==> config.mk <==
export PLATFORM = sky130hd
export DESIGN_NAME = pdl_trig_cond
export DESIGN_NICKNAME = d
export VERILOG_FILES = /design/src/rtl/pdl_trig_cond.sv
export SDC_FILE = /design/constraint.sdc
export NUM_CORES = 1
export LEC_CHECK = 0
export ABC_AREA = 1
export BUFFER_PORTS_ARGS = -buffer_cell sky130_fd_sc_hd__buf_4
export CAP_MARGIN = 20
export CORE_MARGIN = 3
export CORE_UTILIZATION = 53
export DETAILED_ROUTE_END_ITERATION = 8
export GPL_TIMING_DRIVEN = 0
export PLACE_DENSITY = 0.78
export SLEW_MARGIN = 20
export SYNTH_ARGS = -nofsm -noshare
export SYNTH_HDL_FRONTEND = slang
export SYNTH_SLANG_ARGS = --single-unit
==> constraint.sdc <==
create_clock -name clk -period 1.8 [get_ports clk]
set_input_delay 0.18 -clock clk [delete_from_list [all_inputs] [get_ports clk]]
set_output_delay 0.18 -clock clk [all_outputs]
set_load 0.02 [all_outputs]
==> src/rtl/pdl_trig_cond.sv <==
// Trigger conditioner in front of pdl: synchronise, edge-detect, holdoff, and shadow wb/dl between triggers.
// Optional glitch filter on the synchronised level: define PDL_GLITCH_FILTER_EN.
module pdl_trig_cond #(
    parameter int SYNC_STAGES = 2,
    parameter int HOLDOFF_W   = 16,
    parameter int FILT_LEN    = 4
) (
    input  logic                 clk,
    input  logic                 reset,
    input  logic                 enable,
    input  logic                 trig_in,
    input  logic [1:0]           edge_sel,
    input  logic [HOLDOFF_W-1:0] holdoff,
    input  logic [31:0]          wb_in,
    input  logic [31:0]          dl_in,
    input  logic                 cfg_load,
    output logic                 trig_out,
    output logic [31:0]          wb,
    output logic [31:0]          dl,
    output logic                 busy,
    output logic [15:0]          trig_cnt,
    output logic [7:0]           miss_cnt
);

    typedef enum logic [1:0] {
        ST_IDLE    = 2'd0,
        ST_ARMED   = 2'd1,
        ST_HOLDOFF = 2'd2
    } state_e;

    if (SYNC_STAGES < 2 || SYNC_STAGES > 4) begin : g_bad_sync
        $error("pdl_trig_cond: SYNC_STAGES must be in 2..4");
    end
    if (FILT_LEN < 1) begin : g_bad_filt
        $error("pdl_trig_cond: FILT_LEN must be at least 1");
    end

    state_e                 state_q, state_d;
    logic [SYNC_STAGES-1:0] syncChain_q;
    logic                   syncLvl;
    logic                   detLvl;
    logic                   prevLvl_q;
    logic                   riseDet;
    logic                   fallDet;
    logic                   edgeDet;
    logic                   fire;
    logic                   apply;
    logic                   miss;
    logic [HOLDOFF_W-1:0]   holdCnt_q, holdCnt_d;
    logic                   trig_q, trig_d;
    logic [31:0]            wb_q, wb_d;
    logic [31:0]            dl_q, dl_d;
    logic [31:0]            pendWb_q, pendWb_d;
    logic [31:0]            pendDl_q, pendDl_d;
    logic                   pendVld_q, pendVld_d;
    logic [15:0]            trigCnt_q, trigCnt_d;
    logic [7:0]             missCnt_q, missCnt_d;

    // The synchroniser and previous-level flop run regardless of state, so arming on a high line yields no edge.
    always_ff @(posedge clk) begin
        if (!reset) begin
            syncChain_q <= '0;
            prevLvl_q   <= 1'b0;
        end else begin
            syncChain_q <= {syncChain_q[SYNC_STAGES-2:0], trig_in};
            prevLvl_q   <= detLvl;
        end
    end

    assign syncLvl = syncChain_q[SYNC_STAGES-1];

`ifdef PDL_GLITCH_FILTER_EN
    localparam int FCNT_W = $clog2(FILT_LEN + 1);

    logic [FCNT_W-1:0] filtCnt_q;
    logic              filtLvl_q;

    // The filtered level flips only once the synchronised level has disagreed with it FILT_LEN cycles in a row.
    always_ff @(posedge clk) begin
        if (!reset) begin
            filtCnt_q <= '0;
            filtLvl_q <= 1'b0;
        end else if (syncLvl != filtLvl_q) begin
            if (filtCnt_q == FCNT_W'(FILT_LEN - 1)) begin
                filtLvl_q <= syncLvl;
                filtCnt_q <= '0;
            end else begin
                filtCnt_q <= filtCnt_q + 1'b1;
            end
        end else begin
            filtCnt_q <= '0;
        end
    end

    assign detLvl = filtLvl_q;
`else
    assign detLvl = syncLvl;
`endif

    always_comb begin
        riseDet = detLvl & ~prevLvl_q;
        fallDet = ~detLvl & prevLvl_q;
        case (edge_sel)
            2'b00:   edgeDet = riseDet;
            2'b01:   edgeDet = fallDet;
            2'b10:   edgeDet = riseDet | fallDet;
            default: edgeDet = 1'b0;
        endcase
    end

    always_ff @(posedge clk) begin
        if (!reset) begin
            state_q <= ST_IDLE;
        end else begin
            state_q <= state_d;
        end
    end

    always_comb begin
        state_d = state_q;
        case (state_q)
            ST_IDLE: begin
                if (enable) begin
                    state_d = ST_ARMED;
                end
            end
            ST_ARMED: begin
                if (!enable) begin
                    state_d = ST_IDLE;
                end else if (edgeDet) begin
                    state_d = ST_HOLDOFF;
                end
            end
            ST_HOLDOFF: begin
                if (holdCnt_q == '0) begin
                    state_d = enable ? ST_ARMED : ST_IDLE;
                end
            end
            default: state_d = ST_IDLE;
        endcase
    end

    always_comb begin
        busy     = (state_q == ST_HOLDOFF);
        trig_out = trig_q;
        wb       = wb_q;
        dl       = dl_q;
        trig_cnt = trigCnt_q;
        miss_cnt = missCnt_q;
    end

    // Pending config is only promoted in a quiet ARMED cycle, so wb/dl never move under a pulse or during holdoff.
    always_comb begin
        fire  = (state_q == ST_ARMED) && enable && edgeDet;
        apply = (state_q == ST_ARMED) && !edgeDet && pendVld_q;
        miss  = (state_q == ST_HOLDOFF) && edgeDet;

        trig_d    = fire;
        holdCnt_d = holdCnt_q;
        trigCnt_d = trigCnt_q;
        missCnt_d = missCnt_q;
        wb_d      = wb_q;
        dl_d      = dl_q;
        pendWb_d  = pendWb_q;
        pendDl_d  = pendDl_q;
        pendVld_d = pendVld_q;

        if (fire) begin
            holdCnt_d = holdoff;
            trigCnt_d = trigCnt_q + 16'd1;
        end else if (state_q == ST_HOLDOFF && holdCnt_q != '0) begin
            holdCnt_d = holdCnt_q - 1'b1;
        end

        if (miss && missCnt_q != 8'hFF) begin
            missCnt_d = missCnt_q + 8'd1;
        end

        if (apply) begin
            wb_d      = pendWb_q;
            dl_d      = pendDl_q;
            pendVld_d = 1'b0;
        end

        if (cfg_load) begin
            pendWb_d  = wb_in;
            pendDl_d  = dl_in;
            pendVld_d = 1'b1;
        end
    end

    always_ff @(posedge clk) begin
        if (!reset) begin
            holdCnt_q <= '0;
            trig_q    <= 1'b0;
            trigCnt_q <= '0;
            missCnt_q <= '0;
            wb_q      <= '0;
            dl_q      <= '0;
            pendWb_q  <= '0;
            pendDl_q  <= '0;
            pendVld_q <= 1'b0;
        end else begin
            holdCnt_q <= holdCnt_d;
            trig_q    <= trig_d;
            trigCnt_q <= trigCnt_d;
            missCnt_q <= missCnt_d;
            wb_q      <= wb_d;
            dl_q      <= dl_d;
            pendWb_q  <= pendWb_d;
            pendDl_q  <= pendDl_d;
            pendVld_q <= pendVld_d;
        end
    end

endmodule
==> flow_metrics.env, run 1 <==
export IMPL_status="finished with violations"
export IMPL_violations="negative setup slack"
export IMPL_fp_dieH_um=123
export IMPL_finClkSkew_ns=0.0109
export IMPL_crit_type="register to register"
export IMPL_grt_max_degree=17
export IMPL_grt_pass1_wl_um=35400
export IMPL_dieWidth_um=123
export IMPL_drv_cap=0
export IMPL_syn2layout_area_growth_pct=45.8
export IMPL_gp_congestion=0.923
export IMPL_endpoint="dl[12]"
export IMPL_final_cell_area_sq_mm=0.0106
export IMPL_syn_area_per_cell_sq_um=7.07
export IMPL_path_cells="inv_2 -> ha_4 -> nand2_4 -> nand3_4 -> nand2_4 -> nor2_4 -> nand2_4 -> clkbuf_16 -> clkbuf_16 -> nand2_1 -> a21oi_1"
export IMPL_clock_latency_ns=0.43
export IMPL_cts_reportedPaths_clkPinSlew_ns=0.07
export IMPL_grt_pass1_vias=7544
export IMPL_crit_path_end_kind="register"
export IMPL_critPathArrivalTime_ns=2.13
export IMPL_hold_viol_final=0
export IMPL_maxSlewViolCount=0
export IMPL_dr_total_vias=8157
export IMPL_synth_net_count=1118
export IMPL_clock_path_buffers=2
export IMPL_yosys_warnings=0
export IMPL_ys_async_sr_fraction_pct=0
export IMPL_post_route_min_period_ns=1.83
export IMPL_setup_violations_final=14
export IMPL_io_buffers=175
export IMPL_diodes=0
export IMPL_cp_required_ns=2.10
export IMPL_synth_top_flop_cell="dfxtp_1"
export IMPL_fmax_mhz=546
export IMPL_wl_per_cell_um=16.5
export IMPL_htree_num_levels=4
export IMPL_ios=177
export IMPL_ir_worst_vdd_uv=721
export IMPL_power_leakage_nw=4.50
export IMPL_ant_nets=0
export IMPL_rrSetupSlack_ns=-0.03
export IMPL_initial_core_util_pct=54.6
export IMPL_numCtsBuffers=17
export IMPL_antenna_found_initial=0
export IMPL_root_buffer="clkbuf_16"
export IMPL_finalNetCount=1383
export IMPL_max_stage_delay_ns=0.35
export IMPL_dr_first_iter_drc_count=830
export IMPL_placed_area_sq_mm=0.00879
export IMPL_synthCells=1026
export IMPL_critical_path_startpoint="syncChain_q[1]"
export IMPL_drt_pass1_iterations=8
export IMPL_fin_tns_setup_ns=-0.161
export IMPL_cts_tree="yes"
export IMPL_die_area_sq_mm=0.0151
export IMPL_final_setup_worst_slack_ns=-0.0321
export IMPL_drive_gt1_share_pct=25.1
export IMPL_totalWireLength_um=24400
export IMPL_slew_limit_headroom_pct=50.4
export IMPL_via_per_inst=5.51
export IMPL_yosysUniqueCellTypes=26
export IMPL_r2r_end="dl[12]"
export IMPL_worst_hold_path_num_cells=3
export IMPL_cpMostUsedCell="nand2_4"
export IMPL_row_count=42
export IMPL_worstMarginPinSlew_ns=0.745
export IMPL_final_common_cell="nor2_1"
export IMPL_grt_use_total_pct=29.4
export IMPL_critPathLaunchType="register"
export IMPL_worstRegToRegCells=11
export IMPL_hold_class="primary input to register"
export IMPL_synth_seq_area_share_pct=48.3
export IMPL_place_hpwl_um=14400
export IMPL_synth_area_sq_mm=0.00726
export IMPL_r2r_start="syncChain_q[1]"
export IMPL_drc_errors=0
export IMPL_power_density_mw_per_mm2=846
export IMPL_finalCritPeriodShare_pct=102
export IMPL_synth_seq_cells=175
export IMPL_crit_path_max_fanout=5
export IMPL_slowest_stage="dfxtp_2"
export IMPL_final_cell_mix="nor2_1, buf_4, dfxtp_1"
export IMPL_rsz0062_at_grt="true"
export IMPL_core_sq_mm=0.0133
export IMPL_synth_edf_count=0
export IMPL_globalRoute_totalOverflow=0
export IMPL_clkSinkCount=175
export IMPL_nFillCells=880
export IMPL_worst_hold_slack_ns=0.00150
[registers in the layout, summed over array words and instances (netlist names), 2 cells and up]
name and count:
wb 32, trig_cnt 16, holdCnt_q 16, pendWb_q 32, miss_cnt 8, state_q 2
pendDl_q 32, dl 32, syncChain_q 2
[logic make-up after synthesis]
group                      after synthesis  share of synthesized area [%]
AOI/OAI and AO/OA                      186                           12.9
xor gates and xnor gates                 8                          0.965
adders and majority gates                5                          0.862
buffers and inverters                  111                           6.48
DFF                                    175                           48.3
and+or+nand+nor                        541                           30.5
[report_power, final]
part           switching [mW]  internal, mW
combinational           0.617         0.505
clock                    1.65          2.08
sequential             0.0910          4.01
total                    2.36          6.59
[critical path: cells and delay by family (launching register included)]
kind / cells / cell delay, ns
buffers and inverters: 3 / 0.40
AOI/OAI and AO/OA: 1 / 0.06
and+or+nand+nor: 6 / 0.63
DFF: 1 / 0.35
adders and majority gates: 1 / 0.26
[layout make-up]
type | instances | area [sq um] | area share, %
multi-input cells | 740 | 3560 | 33.6
flip-flops and latches | 175 | 3510 | 33.2
repair buffers | 245 | 2130 | 20.1
clock buffers | 19 | 433 | 4.09
plain buffers | 60 | 379 | 3.58
well taps | 176 | 220 | 2.08
inverters | 51 | 191 | 1.81
clock inverters | 13 | 151 | 1.43
repair inverters | 1 | 7.51 | 0.0710
[metrics by stage]
| step | total power, mW | util [%] | std cells | setup WS, ns |
|---|---|---|---|---|
| 2_1_floorplan | 4.67 | - | 1026 | 0.251 |
| 3_3_place_gp | 5.00 | 66.1 | 1377 | -0.0439 |
| 3_5_place_dp | 5.02 | 66.1 | 1377 | -0.0873 |
| 4_1_cts | 8.78 | 75.2 | 1469 | -0.0111 |
| 5_1_grt | 9.23 | 79.6 | 1480 | -0.110 |
| 6_report | 8.95 | 79.6 | 1480 | -0.0321 |
[synth_stat cells (2+ instances only)]
library cell / number / area (sq um)
nand2_4: 2 / 22.5
buf_2: 13 / 65.1
a31oi_1: 2 / 12.5
inv_2: 6 / 22.5
inv_1: 45 / 169
xnor2_1: 4 / 35.0
o21ai_0: 77 / 385
nand2_2: 5 / 31.3
xor2_1: 4 / 35.0
nor3_1: 3 / 15.0
a21oi_1: 91 / 455
nand2_1: 203 / 762
buf_6: 2 / 22.5
clkbuf_1: 39 / 146
ha_1: 5 / 62.6
buf_4: 6 / 45.0
nand3_1: 98 / 490
dfxtp_1: 175 / 3500
nor2_1: 221 / 830
nand4_1: 4 / 25.0
nor2_2: 3 / 18.8
o21ai_1: 14 / 70.1
[timing repair]
action	CTS	global route
setup endpoints to repair	58	101
hold buffers	60	0
pin swaps	0	12
gates resized for setup	10	107
gates cloned	0	9
setup buffers	0	2
hold endpoints to repair	60	0
[per-layer routing]
metal | routed length [um] | track usage, % | vias to the layer above | part of all wire (%)
li1 | - | - | 3852 | -
met1 | 9360 | 35.8 | 3783 | 38
met2 | 12100 | 50.4 | 431 | 50
met3 | 2020 | 7.32 | 91 | 8.3
met4 | 944 | 10.9 | 0 | 3.9
met5 | 0 | 0 | - | 0
[worst min path at each step]
stage / start / slack, ns / to
2_1_floorplan: trig_in / 0.28 / syncChain_q[0]
3_3_place_gp: trig_in / 0.37 / syncChain_q[0]
3_5_place_dp: trig_in / 0.37 / syncChain_q[0]
4_1_cts: dl_in[31] / 0.008 / pendDl_q[31]
5_1_grt: wb_in[8] / -0.007 / pendWb_q[8]
6_report: wb_in[8] / 0.002 / pendWb_q[8]
Power figures use the tool's default switching activity.
==> inputs of run 2 (changes only) <==
- BUFFER_PORTS_ARGS: -buffer_cell sky130_fd_sc_hd__buf_4 -> -buffer_cell sky130_fd_sc_hd__buf_2
- MAX_ROUTING_LAYER: not set -> met4
==> flow_metrics.env, run 2 (synthesis gave the netlist of run 1 again) <==
export IMPL_rsz0062_at_grt="true"
export IMPL_diodes=0
export IMPL_power_density_mw_per_mm2=893
export IMPL_ios=177
export IMPL_place_hpwl_um=14100
export IMPL_row_count=42
export IMPL_post_route_min_period_ns=1.83
export IMPL_cts_tree="yes"
export IMPL_drt_pass1_iterations=5
export IMPL_drv_cap=0
export IMPL_finalCritPeriodShare_pct=102
export IMPL_grt_use_total_pct=29.3
export IMPL_maxSlewViolCount=0
export IMPL_fp_dieH_um=123
export IMPL_crit_path_max_fanout=10
export IMPL_initial_core_util_pct=54.6
export IMPL_p_total_mw=8.91
export IMPL_slew_limit_headroom_pct=58.1
export IMPL_final_common_cell="nor2_1"
export IMPL_setup_violations_final=4
export IMPL_totalWireLength_um=22800
export IMPL_dr_total_vias=7958
export IMPL_wl_per_cell_um=15.4
export IMPL_grt_max_degree=17
export IMPL_critPathLaunchType="register"
export IMPL_gp_congestion=0.970
export IMPL_clock_path_buffers=2
export IMPL_final_setup_worst_slack_ns=-0.0291
export IMPL_drc_errors=0
export IMPL_clock_latency_ns=0.43
export IMPL_finalNetCount=1381
export IMPL_grt_pass1_wl_um=34100
export IMPL_antenna_found_initial=0
export IMPL_cp_required_ns=2.15
export IMPL_hold_class="primary input to register"
export IMPL_numCtsBuffers=17
export IMPL_finClkSkew_ns=0.00889
export IMPL_ant_nets=0
export IMPL_core_sq_mm=0.0133
export IMPL_io_buffers=175
export IMPL_htree_num_levels=4
export IMPL_dieWidth_um=123
export IMPL_fmax_mhz=547
export IMPL_final_cell_mix="nor2_1, nand2_1, buf_2"
export IMPL_violations="negative setup slack"
export IMPL_preCtsSetupSlack_ns=-0.131
export IMPL_crit_type="register to register"
export IMPL_die_area_sq_mm=0.0151
export IMPL_cts_reportedPaths_clkPinSlew_ns=0.07
export IMPL_status="finished with violations"
export IMPL_root_buffer="clkbuf_16"
export IMPL_dr_first_iter_drc_count=802
export IMPL_clkSinkCount=175
export IMPL_worstMarginPinSlew_ns=0.629
export IMPL_hold_viol_final=0
export IMPL_power_leakage_nw=4.39
export IMPL_via_per_inst=5.38
export IMPL_ir_worst_vdd_uv=1070
export IMPL_drive_gt1_share_pct=22.4
export IMPL_globalRoute_totalOverflow=0
export IMPL_syn2layout_area_growth_pct=37.4
export IMPL_crit_path_end_kind="register"
export IMPL_grt_pass1_vias=7167
export IMPL_critPathArrivalTime_ns=2.18
[run 2: cell types whose count changed in the layout (fill, tap and decap cells not counted), moves of 3 or more]
cell,before,now
a21oi_1,68,79
nand2_4,13,5
nand3_2,1,4
clkbuf_16,25,20
buf_4,178,8
a21oi_2,23,12
nand2_1,165,189
clkbuf_8,0,3
nand3_1,96,93
nand2_2,32,16
buf_2,5,177
[run 2: final cells by class]
class	count	area, sq um
sequential	175	3510
timing repair buffer	244	1600
inverter	51	194
tap	176	220
buffer	60	402
clock inverter	11	148
clock buffer	21	470
fill	969	3320
multi-input combinational	740	3430
[run 2: worst max-delay path: stages, from the launching register on]
cell,delay [ns]
dfxtp_1,0.40
clkbuf_1,0.43
clkbuf_1,0.50
nand3_1,0.22
a21oi_1,0.20
[run 2: worst paths after layout]
kind	start	endpoint	slack (ns)	cells after the start
min reg2reg	syncChain_q[0]	syncChain_q[1]	0.43	2
min	dl_in[20]	pendDl_q[20]	0.01	3
max	pendVld_q	dl[20]	-0.03	4
max reg2reg	pendVld_q	dl[20]	-0.03	4
[run 2: per-stage QoR]
stage	cell area [sq um]	TNS (ns)	hold slack, ns	utilization [%]	std cells
floorplan	7260	0	0.278	-	1026
global placement	8350	-0.210	0.365	62.8	1377
detailed placement	8350	-4.68	0.390	62.8	1377
CTS	9640	-0.0246	0.0000206	72.5	1470
global route	9970	-3.50	0.0134	75.0	1478
finish	9970	-0.0605	0.0128	75.0	1478
[run 2: what timing repair did]
item / in CTS / in global routing
cloned: 0 / 3
setup buffers: 1 / 5
setup endpoints to repair: 64 / 97
gates resized for setup: 20 / 66
hold buffers: 60 / 0
hold endpoints to repair: 60 / 0
pin swaps: 1 / 21
[run 2: power by group]
group | switching, mW | leakage, nW | internal (mW)
logic | 0.590 | 2.66 | 0.423
registers | 0.0806 | 1.43 | 4.01
clock network | 1.61 | 0.300 | 2.20
[run 2: layer usage]
layer	share of wire, %	global-route usage, %	routed length (um)	vias up
met5	0	-	0	-
met4	2.9	12.0	651	0
met3	7.8	6.59	1780	71
met2	50	49.2	11500	359
met1	39	34.1	8940	3686
li1	-	-	-	3842
==> inputs of run 3 (changes only) <==
--- a/config.mk
+++ b/config.mk
@@ -7,3 +7,2 @@
 export LEC_CHECK = 0
-export ABC_AREA = 1
 export BUFFER_PORTS_ARGS = -buffer_cell sky130_fd_sc_hd__buf_2
@@ -11,3 +10,3 @@
 export CORE_MARGIN = 3
-export CORE_UTILIZATION = 53
+export CORE_UTILIZATION = 52
 export DETAILED_ROUTE_END_ITERATION = 8
@@ -16,3 +15,2 @@
 export PLACE_DENSITY = 0.78
-export SLEW_MARGIN = 20
 export SYNTH_ARGS = -nofsm -noshare
==> constraint.sdc (replaced) <==
create_clock -name clk -period 1.8 [get_ports clk]
set_input_delay 0.54 -clock clk [delete_from_list [all_inputs] [get_ports clk]]
set_output_delay 0.54 -clock clk [all_outputs]
set_load 0.02 [all_outputs]
==> flow_metrics.env, run 3 <==
export IMPL_fmax_mhz=530
export IMPL_row_count=40
export IMPL_p_total_mw=7.98
export IMPL_core_sq_mm=0.0123
export IMPL_synth_edf_count=0
export IMPL_post_route_util_pct=72.1
export IMPL_regArea_sq_mm=0.00351
export IMPL_synth_top_area_cell="dfxtp_1"
export IMPL_synthCells=764
export IMPL_synth_seq_cells=175
export IMPL_drc_errors=0
export IMPL_met1_length_um=7670
export IMPL_fin_tns_setup_ns=-0.216
export IMPL_ir_worst_vdd_uv=617
export IMPL_worst_hold_path_num_cells=2
export IMPL_die_area_sq_mm=0.0143
export IMPL_power_leakage_nw=3.84
export IMPL_hold_viol_final=0
export IMPL_worstRegToRegCells=7
export IMPL_maxSlewViolCount=0
export IMPL_yosysUniqueCellTypes=44
export IMPL_synth_area_leaders="dfxtp_1, mux2i_1, nand2_1"
export IMPL_routed_top_layer="met4"
export IMPL_numCtsBuffers=17
export IMPL_yosys_warnings=0
export IMPL_cts_tree="yes"
export IMPL_io_buffers=175
export IMPL_final_common_cell="buf_2"
export IMPL_grt_pass1_vias=5491
export IMPL_synth_seq_area_share_pct=52.1
export IMPL_power_density_mw_per_mm2=899
export IMPL_synth_top_flop_cell="dfxtp_1"
export IMPL_globalRoute_totalOverflow=0
export IMPL_clock_latency_ns=0.42
export IMPL_violations="negative setup slack"
export IMPL_cts_reportedPaths_clkPinSlew_ns=0.06
export IMPL_ios=177
export IMPL_hold_class="primary input to register"
export IMPL_critPathLaunchType="register"
export IMPL_drt_pass1_iterations=4
export IMPL_place_hpwl_um=11700
export IMPL_nFillCells=980
export IMPL_synth_net_count=856
export IMPL_initial_core_util_pct=54.7
export IMPL_grt_max_degree=17
export IMPL_dr_total_vias=6050
export IMPL_grt_pass1_wl_um=26700
export IMPL_finalCritPeriodShare_pct=105
export IMPL_finClkSkew_ns=0.00565
export IMPL_crit_path_end_kind="register"
export IMPL_wl_per_cell_um=15.2
export IMPL_final_cell_mix="buf_2, dfxtp_1, nand2_1"
export IMPL_dieWidth_um=120
export IMPL_finalNetCount=1063
export IMPL_drv_cap=0
export IMPL_ys_async_sr_fraction_pct=0
export IMPL_crit_path_max_fanout=4
export IMPL_dr_first_iter_drc_count=368
export IMPL_synth_common_cells="dfxtp_1, nand2_1, a21oi_1, nor2_1, mux2i_1"
export IMPL_multi_input_comb_area_sq_mm=0.00325
export IMPL_crit_type="register to register"
export IMPL_drive_gt1_share_pct=30.9
export IMPL_antenna_found_initial=0
export IMPL_slew_limit_headroom_pct=45.4
export IMPL_routed_wl_met3_um=926
export IMPL_final_setup_worst_slack_ns=-0.0874
export IMPL_totalWireLength_um=17400
export IMPL_final_cell_area_sq_mm=0.00888
export IMPL_grt_use_total_pct=23.9
export IMPL_setup_violations_final=4
export IMPL_gp_congestion=0.842
export IMPL_ant_nets=0
export IMPL_clock_path_buffers=2
export IMPL_final_cell_count_no_fill=1150
export IMPL_status="finished with violations"
export IMPL_wl_met2_um=8600
export IMPL_via_per_inst=5.26
export IMPL_synth_area_sq_mm=0.00673
export IMPL_synth_top_area_share_pct=52.1
export IMPL_fp_dieH_um=120
export IMPL_rsz0062_at_grt="true"
export IMPL_synth_most_common_cell="dfxtp_1"
export IMPL_critPathArrivalTime_ns=2.24
export IMPL_diodes=0
export IMPL_root_buffer="clkbuf_16"
export IMPL_post_route_min_period_ns=1.89
export IMPL_cp_required_ns=2.15
export IMPL_htree_num_levels=4
export IMPL_place_inst=1107
export IMPL_syn2layout_area_growth_pct=31.9
export IMPL_placed_area_sq_mm=0.00786
export IMPL_syn_area_per_cell_sq_um=8.81
export IMPL_worstMarginPinSlew_ns=0.818
export IMPL_clkSinkCount=175
export IMPL_cts_hold_buf=0
run 3: changes by cell type in the layout (fill, tap and decap cells not counted), moves of 13 or more:
cell	delta
nor2_1	-130
nand3_1	-81
mux2i_1	+69
dlygate4sd3_1	-60
o21ai_0	-58
nand2_1	-54
inv_1	-39
clkbuf_1	-15
a21oi_1	-13
a21oi_2	+13
o21ai_1	-13
run 3: what timing repair did:
item | in CTS | in global routing
setup buffers | 9 | 5
gates cloned | 0 | 2
endpoints found under the setup margin | 103 | 152
resized for setup | 50 | 62
pin swaps | 10 | 8
run 3: logic make-up (layout without fill, tap and decap cells):
family | Yosys count | in the layout | synth area share (%)
xor+xnor | 22 | 22 | 2.86
simple gates | 310 | 310 | 20.3
flops | 175 | 175 | 52.1
buf+inv | 53 | 271 | 3.14
compound gates | 130 | 130 | 10.5
mux | 69 | 69 | 10.3
fa+ha+maj | 5 | 5 | 0.930
run 3: worst max-delay path: stages (launching register included):
cell and delay, ns:
dfxtp_2 0.33, inv_2 0.05, ha_4 0.23, nor2b_4 0.14, nor3_4 0.06, or3_4 0.35, or4_4 0.52, a21oi_2 0.12
run 3: worst paths after layout:
path | start | slack [ns] | to
setup reg to reg | syncChain_q[1] | -0.09 | miss_cnt[5]
hold / removal | trig_in | 0.33 | syncChain_q[0]
setup / recovery | syncChain_q[1] | -0.09 | miss_cnt[5]
hold reg to reg | wb[29] | 0.45 | wb[29]
run 3: area by class of cell:
type                            instances  area share (%)
Buffer                                 45            3.78
Tap cell                              168            2.37
Inverter                                5           0.211
Sequential cell                       175            39.5
Clock inverter                          7           0.451
Multi-Input combinational cell        536            36.6
Timing Repair Buffer                  191            11.8
Clock buffer                           23            5.27
run 3: power breakdown:
| part | internal, mW | leakage (nW) | switching, mW |
|---|---|---|---|
| Combinational | 0.304 | 2.16 | 0.388 |
| Clock | 1.81 | 0.248 | 1.42 |
| Sequential | 3.99 | 1.43 | 0.0719 |
run 3: layer usage:
| layer | global-route usage (%) | vias up |
|---|---|---|
| li1 | - | 3007 |
| met4 | 7.44 | 0 |
| met1 | 29.9 | 2857 |
| met3 | 5.33 | 20 |
| met5 | - | - |
| met2 | 38.8 | 166 |
run 3: per-stage QoR:
step	setup slack (ns)	hold WS, ns
finish	-0.0874	0.329
global route	-0.129	0.319
CTS	-0.0952	0.317
detailed placement	-0.735	0.440
global placement	-0.703	0.436
floorplan	-0.210	0.412
